### src/rtl/pipe_stage_elastic_pkg.sv
// Shared types for the elastic pipeline stage registers and their perf counters.
package pipes;
  typedef enum logic [1:0] {PS_EMPTY, PS_ONE, PS_FULL} pipe_state_t;
  localparam int STALL_CNT_W = 32;
endpackage

### src/rtl/pipe_stage_elastic_sat_counter.sv
// Saturating up-counter; sticks at all-ones instead of wrapping.
module sat_counter #(
  parameter int W = 32
) (
  input  logic         clk,
  input  logic         reset,
  input  logic         inc,
  output logic [W-1:0] q
);
  always_ff @(posedge clk or posedge reset)
    if (reset)              q <= '0;
    else if (inc && !(&q))  q <= q + 1'b1;
endmodule

### src/rtl/pipe_stage_elastic.sv
// Elastic valid/ready register between CPU stages with flush, optional 2-entry skid
// (registered in_ready) and a saturating stall-cycle counter.
module pipe_stage_elastic
  import pipes::*;
#(
  parameter int WIDTH = 64,
  parameter int SKID  = 1,
  parameter int CNT_W = STALL_CNT_W
) (
  input  logic             clk,
  input  logic             reset,
  input  logic             flush,
  input  logic             in_valid,
  output logic             in_ready,
  input  logic [WIDTH-1:0] in_data,
  output logic             out_valid,
  input  logic             out_ready,
  output logic [WIDTH-1:0] out_data,
  output logic [1:0]       occupancy,
  output logic [CNT_W-1:0] stall_cnt
);
  pipe_state_t      stateQ, stateN;
  logic [WIDTH-1:0] mainQ, skidQ;
  logic [1:0]       occQ;
  logic             inFire, outFire, loadIn, loadSkid, loadFromSkid;

  assign out_valid = (stateQ != PS_EMPTY);
  assign out_data  = mainQ;
  assign occupancy = occQ;
  assign inFire    = in_valid && in_ready;
  assign outFire   = out_valid && out_ready;

  // With SKID=0 in_ready already requires out_ready when occupied, so FULL is unreachable.
  always_comb begin
    stateN       = stateQ;
    loadIn       = 1'b0;
    loadSkid     = 1'b0;
    loadFromSkid = 1'b0;
    case (stateQ)
      PS_EMPTY: if (inFire) begin stateN = PS_ONE; loadIn = 1'b1; end
      PS_ONE: begin
        if (inFire && outFire) loadIn = 1'b1;
        else if (inFire)       begin stateN = PS_FULL; loadSkid = 1'b1; end
        else if (outFire)      stateN = PS_EMPTY;
      end
      PS_FULL:  if (outFire) begin stateN = PS_ONE; loadFromSkid = 1'b1; end
      default:  stateN = PS_EMPTY;
    endcase
    if (flush) begin
      stateN       = PS_EMPTY;
      loadIn       = 1'b0;
      loadSkid     = 1'b0;
      loadFromSkid = 1'b0;
    end
  end

  always_ff @(posedge clk or posedge reset)
    if (reset) begin
      stateQ <= PS_EMPTY;
      occQ   <= 2'd0;
    end else begin
      stateQ <= stateN;
      case (stateN)
        PS_ONE:  occQ <= 2'd1;
        PS_FULL: occQ <= 2'd2;
        default: occQ <= 2'd0;
      endcase
    end

  always_ff @(posedge clk or posedge reset)
    if (reset)             mainQ <= '0;
    else if (loadIn)       mainQ <= in_data;
    else if (loadFromSkid) mainQ <= skidQ;

  generate
    if (SKID != 0) begin : gSkid
      logic rdyQ;
      // Ready is the registered complement of the next skid-valid, so it stays a pure flop.
      always_ff @(posedge clk or posedge reset)
        if (reset) begin
          rdyQ  <= 1'b0;
          skidQ <= '0;
        end else begin
          rdyQ <= (stateN != PS_FULL);
          if (loadSkid) skidQ <= in_data;
        end
      assign in_ready = rdyQ;
    end else begin : gNoSkid
      assign skidQ    = '0;
      assign in_ready = !reset && (!out_valid || out_ready);
    end
  endgenerate

  sat_counter #(.W(CNT_W)) uStall (
    .clk   (clk),
    .reset (reset),
    .inc   (out_valid && !out_ready),
    .q     (stall_cnt)
  );
endmodule

### config.mk
export PLATFORM = sky130hd
export DESIGN_NAME = pipe_stage_elastic
export DESIGN_NICKNAME = d
export VERILOG_FILES = /design/src/rtl/pipe_stage_elastic_pkg.sv /design/src/rtl/pipe_stage_elastic_sat_counter.sv /design/src/rtl/pipe_stage_elastic.sv
export SDC_FILE = /design/constraint.sdc
export NUM_CORES = 1
export LEC_CHECK = 0
export CORE_MARGIN = 10
export CORE_UTILIZATION = 55
export CTS_BUF_LIST = sky130_fd_sc_hd__clkbuf_4
export DETAILED_ROUTE_END_ITERATION = 8
export PLACE_DENSITY = 0.87
export SLEW_MARGIN = 10
export SYNTH_ARGS = -nofsm -noshare
export SYNTH_HDL_FRONTEND = slang
export SYNTH_SLANG_ARGS = --single-unit
### constraint.sdc
create_clock -name clk -period 13.9 [get_ports clk]
set_input_delay 2.085 -clock clk [delete_from_list [all_inputs] [get_ports clk]]
set_output_delay 2.085 -clock clk [all_outputs]
set_load 0.05 [all_outputs]
==> summary.txt, run 1 <==
status: finished, final reports clean
final WL: 16900 um
# H-tree levels: 4
crit path capture: out_data[39]
Async SR Flop Fraction: 100%
max-cap violation count: 0
yosys warns: 0
Final Cycle Share: 29.7%
hpwl dp: 12200 um
setup slack, reg-to-reg: 11.34 ns
final number of setup-violating endpoints: 0
crit path max fanout: 65
Wirelength per Cell: 19.5 um
Pwr Total: 1.31 mW
reg2reg end: out_data[39]
r2r worst-path depth: 7
most frequent cells in the layout: 168 x clkdlybuf4s50_1, 165 x dfrtp_1, 65 x mux2_2, 64 x a22o_1, 64 x a21o_1
Final Hold Viols: 0
Setup TNS: 0 ns
clk slew on worst S/H paths: 0.12 ns
vias: 4890
Die ar.: 17600 um^2
critical path class: input pin to register
grt total ovfl: 0
GRT Overall Usage: 19.1%
max_slew headroom: 41.8%
Distinct cells, synth: 36
Post-Synthesis Cells: 520
FF+latch count, synth: 165
leakage: 4.30 nW
Post-CTS Setup Inserts: 0
grt met3 use: 5.45%
Post-synth top flop: dfrtp_1
worst-margin pin slew: 0.873 ns
Worst Slack Setup Final: 9.77 ns
worst hold-check path type: register to register
Starting Density: 55.7%
DRC viols: 0
max-slew violations: 0
crit path time final: 4.13 ns
first-pass GRT wire length: 27800 um
input/output buffers: 168
Placer Congestion: 0.859
initial antenna violation count: 0
worst r2r src: stateQ[1]
Diodes inserted: 0
die span in x: 133 um
Worst-Skew Late Latency: 0.52 ns
P per Cell Area: 144 nW/um^2
largest net degree at the start of global routing: 95
Arr. time, crit path: 4.59 ns
Initial DRC Count: 400
Final nets: 752
Critical Path Start: out_ready
CP required: 14.35 ns
startpoint types: input pin
met2 Use GR: 32.4%
first drt pass iteration count: 4
total CTS buffers: 17
Post-synth EDFFs: 0
Worst Clk Skew: 0.0162 ns
Hold Buf Count CTS: 0
number of global-route vias before repair: 5342
Placed Area: 8780 um^2
CTS tree: done
area delta synth->final: 30.3%
Syn Area/Cell: 13.4 um^2
CTS root buffer: clkbuf_4
Syn Nets: 590
Final Instance Area: 9080 um^2
register area share after synthesis: 59.3%
GR met1 Demand/Resource: 23.3%
Core Footprint: 12500 um^2
row count: 41
sinks on the clock net: 165
Peak VDD IR: 123 uV
Crit. End Element: register
Synth Cell Area: 6970 um^2
Die Ht: 133 um
vias per cell: 5.64
share of cells above drive strength 1: 17.0%
Clock Tree Buf Depth: 2
commonest non-fill, non-tap cell in the layout: clkdlybuf4s50_1
CTS resizes: 0
Max Freq: 242 MHz
Routed Antenna Nets: 0
I/O pin cnt: 169
Place WS: 9.27 ns
unrepaired setup endpoints after global routing: false
GR peak layer: met2
worst max-delay path, stage by stage:
cell and delay, ns:
clkdlybuf4s50_1 0.49, nor2b_1 0.26, nor4_2 0.06, buf_4 0.33, nor2_4 0.65, buf_4 0.47
a21o_1 0.18
synth_stat cells, types with 6 or more instances:
library cell / n / share of area, %
a21o_1: 64 / 6.9
a22o_1: 64 / 8.0
and3_1: 6 / 0.54
buf_2: 18 / 1.3
clkbuf_1: 7 / 0.38
dfrtp_1: 165 / 59
inv_1: 6 / 0.32
mux2_2: 65 / 11
nand2_1: 19 / 1.0
nand3_1: 7 / 0.50
nand4_1: 13 / 1.2
nor2_1: 15 / 0.81
xnor2_1: 16 / 2.0
xor2_1: 16 / 2.0
logic make-up after synthesis:
group	synth area share, %
fa+ha+maj	0.180
mux	10.5
buf+inv	2.48
xor+xnor	4.02
simple gates	7.43
flops	59.3
compound gates	16.1
through the flow:
stage	cells	utilization [%]	hold WS, ns
2_1_floorplan	520	-	0.480
3_3_place_gp	835	70.2	0.459
3_5_place_dp	835	70.2	0.464
4_1_cts	867	72.6	0.493
5_1_grt	867	72.6	0.514
6_report	867	72.6	0.490
layer usage:
metal  wire [um]  vias to the layer above  share of wire, %
met5           0                        -                 0
met4         212                        0               1.3
met3         993                       17               5.9
met2        8450                      168                50
met1        7280                     2479                43
li1            -                     2226                 -
final cells by class:
type                       count  area, um^2
fill                         906        3430
multi-input combinational    319        2690
clock inverter                13         159
sequential                   165        4130
tap                          172         215
inverter                       6        27.5
clock buffer                  19         143
timing repair buffer         173        1720
power by group:
part,switching [mW],leakage [nW],internal [mW],total [mW]
Combinational,0.224,2.07,0.161,0.385
Clock,0.161,0.150,0.128,0.289
Sequential,0.0601,2.08,0.577,0.637
how the worst min path moves through the flow:
stage / start / slack (ns) / cells after the start / end
after floorplan: skidQ[0] / 0.48 / 1 / skidQ[0]
after global placement: out_data[34] / 0.46 / 1 / out_data[34]
after detailed placement: out_data[10] / 0.46 / 1 / out_data[10]
after CTS: out_data[10] / 0.49 / 1 / out_data[10]
after global routing: out_data[10] / 0.51 / 1 / out_data[10]
final: out_data[42] / 0.49 / 1 / out_data[42]
flip-flops by register name (all words and copies together), names as in the netlist:
signal     flops
occupancy      2
out_data      64
stateQ         2
uStall.q      32
skidQ         64
in_ready       1
(Power assumes the default switching activity.)
==> run 2: changes to the inputs <==
- CORE_UTILIZATION: 55 -> 51
- PLACE_DENSITY: 0.87 -> 0.82
- clock period: 13.9 -> 4.3 ns (I/O delays scaled with it)
==> run 2 against run 1 <==
  * Sequential power grew to 3.2 times the previous value
  * Clock-buffer cell count is the same
  * Via count shrank 1.1%
  * Global-route usage shrank 0.81 points
  * Clock skew grew 0.0086 ns
  * Register-to-register slack lost 9.5 ns
  * Critical path depth shrank 5
  * Wire length shrank 1.1%
  * Cell area grew 0.76%
  * Worst setup slack lost 8.2 ns
  * First-iteration DRC count shrank 33%
==> summary.txt, run 2 (synthesized netlist as in run 1, its figures left out) <==
final WL: 16700 um
# H-tree levels: 4
status: finished, final reports clean
Starting Density: 52.4%
Post-CTS Setup Inserts: 0
vias: 4834
first drt pass iteration count: 4
crit path time final: 2.68 ns
input/output buffers: 168
met2 Use GR: 30.0%
WHS: 0.491 ns
GR peak layer: met2
worst r2r src: uStall.q[0]
Critical Path Start: stateQ[1]
Initial DRC Count: 268
P per Cell Area: 477 nW/um^2
Worst Slack Setup Final: 1.62 ns
hpwl dp: 11800 um
Multi-input gate area: 2690 um^2
Arr. time, crit path: 2.04 ns
Diodes inserted: 0
post-placement cell count: 840
switching portion of total power: 33.1%
Place WS: 1.32 ns
Peak VDD IR: 402 uV
CTS root buffer: clkbuf_4
Die ar.: 18700 um^2
max_slew headroom: 30.7%
Clock Tree Buf Depth: 2
GRT Overall Usage: 18.3%
DRC viols: 0
largest net degree at the start of global routing: 88
filler cell count: 920
max-slew violations: 0
Sw Pwr: 1.44 mW
GR met1 Demand/Resource: 21.8%
Setup TNS: 0 ns
area delta synth->final: 31.3%
CTS tree: done
total CTS buffers: 17
commonest non-fill, non-tap cell in the layout: clkdlybuf4s50_1
Die Ht: 137 um
Placer Congestion: 0.867
Util after Layout: 68.8%
first-pass GRT wire length: 27100 um
Hold Buf Count CTS: 0
Max Freq: 373 MHz
internal power: 2.92 mW
CP required: 3.65 ns
Post-Layout Cell Count: 872
leakage: 4.33 nW
grt total ovfl: 0
HP Start: out_data[14]
critical path class: register to output port
Core Footprint: 13300 um^2
grt met3 use: 7.40%
Wirelength per Cell: 19.2 um
max-cap violation count: 0
sequential cell area: 4130 um^2
clk slew on worst S/H paths: 0.13 ns
die span in x: 137 um
initial antenna violation count: 0
I/O pin cnt: 169
number of global-route vias before repair: 5183
Routed Antenna Nets: 0
Clk pwr share: 24.2%
Worst Clk Skew: 0.0248 ns
crit path max fanout: 6
row count: 42
Final Cycle Share: 62.4%
startpoint types: register
Comb pwr share: 28.5%
Final Hold Viols: 0
unrepaired setup endpoints after global routing: false
Final nets: 753
Crit. End Element: output port
share of cells above drive strength 1: 17.2%
CTS resizes: 0
worst hold-check path type: register to register
vias per cell: 5.54
worst-margin pin slew: 1.04 ns
most frequent cells in the layout: 168 x clkdlybuf4s50_1, 165 x dfrtp_1, 65 x mux2_2, 64 x a22o_1, 64 x a21o_1
Worst-Skew Late Latency: 0.54 ns
final number of setup-violating endpoints: 0
sinks on the clock net: 165
sequential share of power: 47.3%
-- run 2: final cells by class --
type,instances,area share (%)
flip-flops and latches,165,45.1
clock inverters,13,2.23
multi-input cells,319,29.4
clock buffers,19,1.56
repair buffers,174,19.0
well taps,176,2.41
inverters,6,0.287
-- run 2: worst max-delay path, stage by stage (launching register included) --
cell and delay, ns:
dfrtp_1 0.47, or2_2 0.32, clkdlybuf4s50_1 0.71
-- run 2: final timing paths --
check / slack, ns / to / depth (start not counted)
hold reg to reg: 0.49 / out_data[14] / 1
max in group asynchronous: 2.73 / out_data[56] / 3
setup / recovery: 1.62 / out_valid / 2
hold / removal: 0.49 / out_data[14] / 1
setup reg to reg: 1.89 / uStall.q[23] / 6
min in group asynchronous: 0.61 / uStall.q[7] / 2
-- run 2: metrics by stage --
| stage | total power, mW | instance area, um^2 |
|---|---|---|
| after floorplan | 2.87 | 6970 |
| after global placement | 3.30 | 8800 |
| after detailed placement | 3.35 | 8800 |
| after CTS | 4.40 | 9150 |
| after global routing | 4.57 | 9150 |
| final | 4.36 | 9150 |
-- run 2: per-layer routing --
| layer | vias to the layer above | wire length, um |
|---|---|---|
| met5 | - | 0 |
| met4 | 0 | 140 |
| met3 | 18 | 1470 |
| met2 | 165 | 8270 |
| met1 | 2417 | 6870 |
| li1 | 2234 | - |
-- run 2: power by group through the flow --
stage               Combinational, mW  Sequential [mW]  Clock [mW]
global route                     1.32             2.10        1.15
floorplan                       0.366             2.50           0
detailed placement               1.26             2.09           0
finish                           1.24             2.06        1.05
global placement                 1.23             2.07           0
CTS                              1.26             2.06        1.08
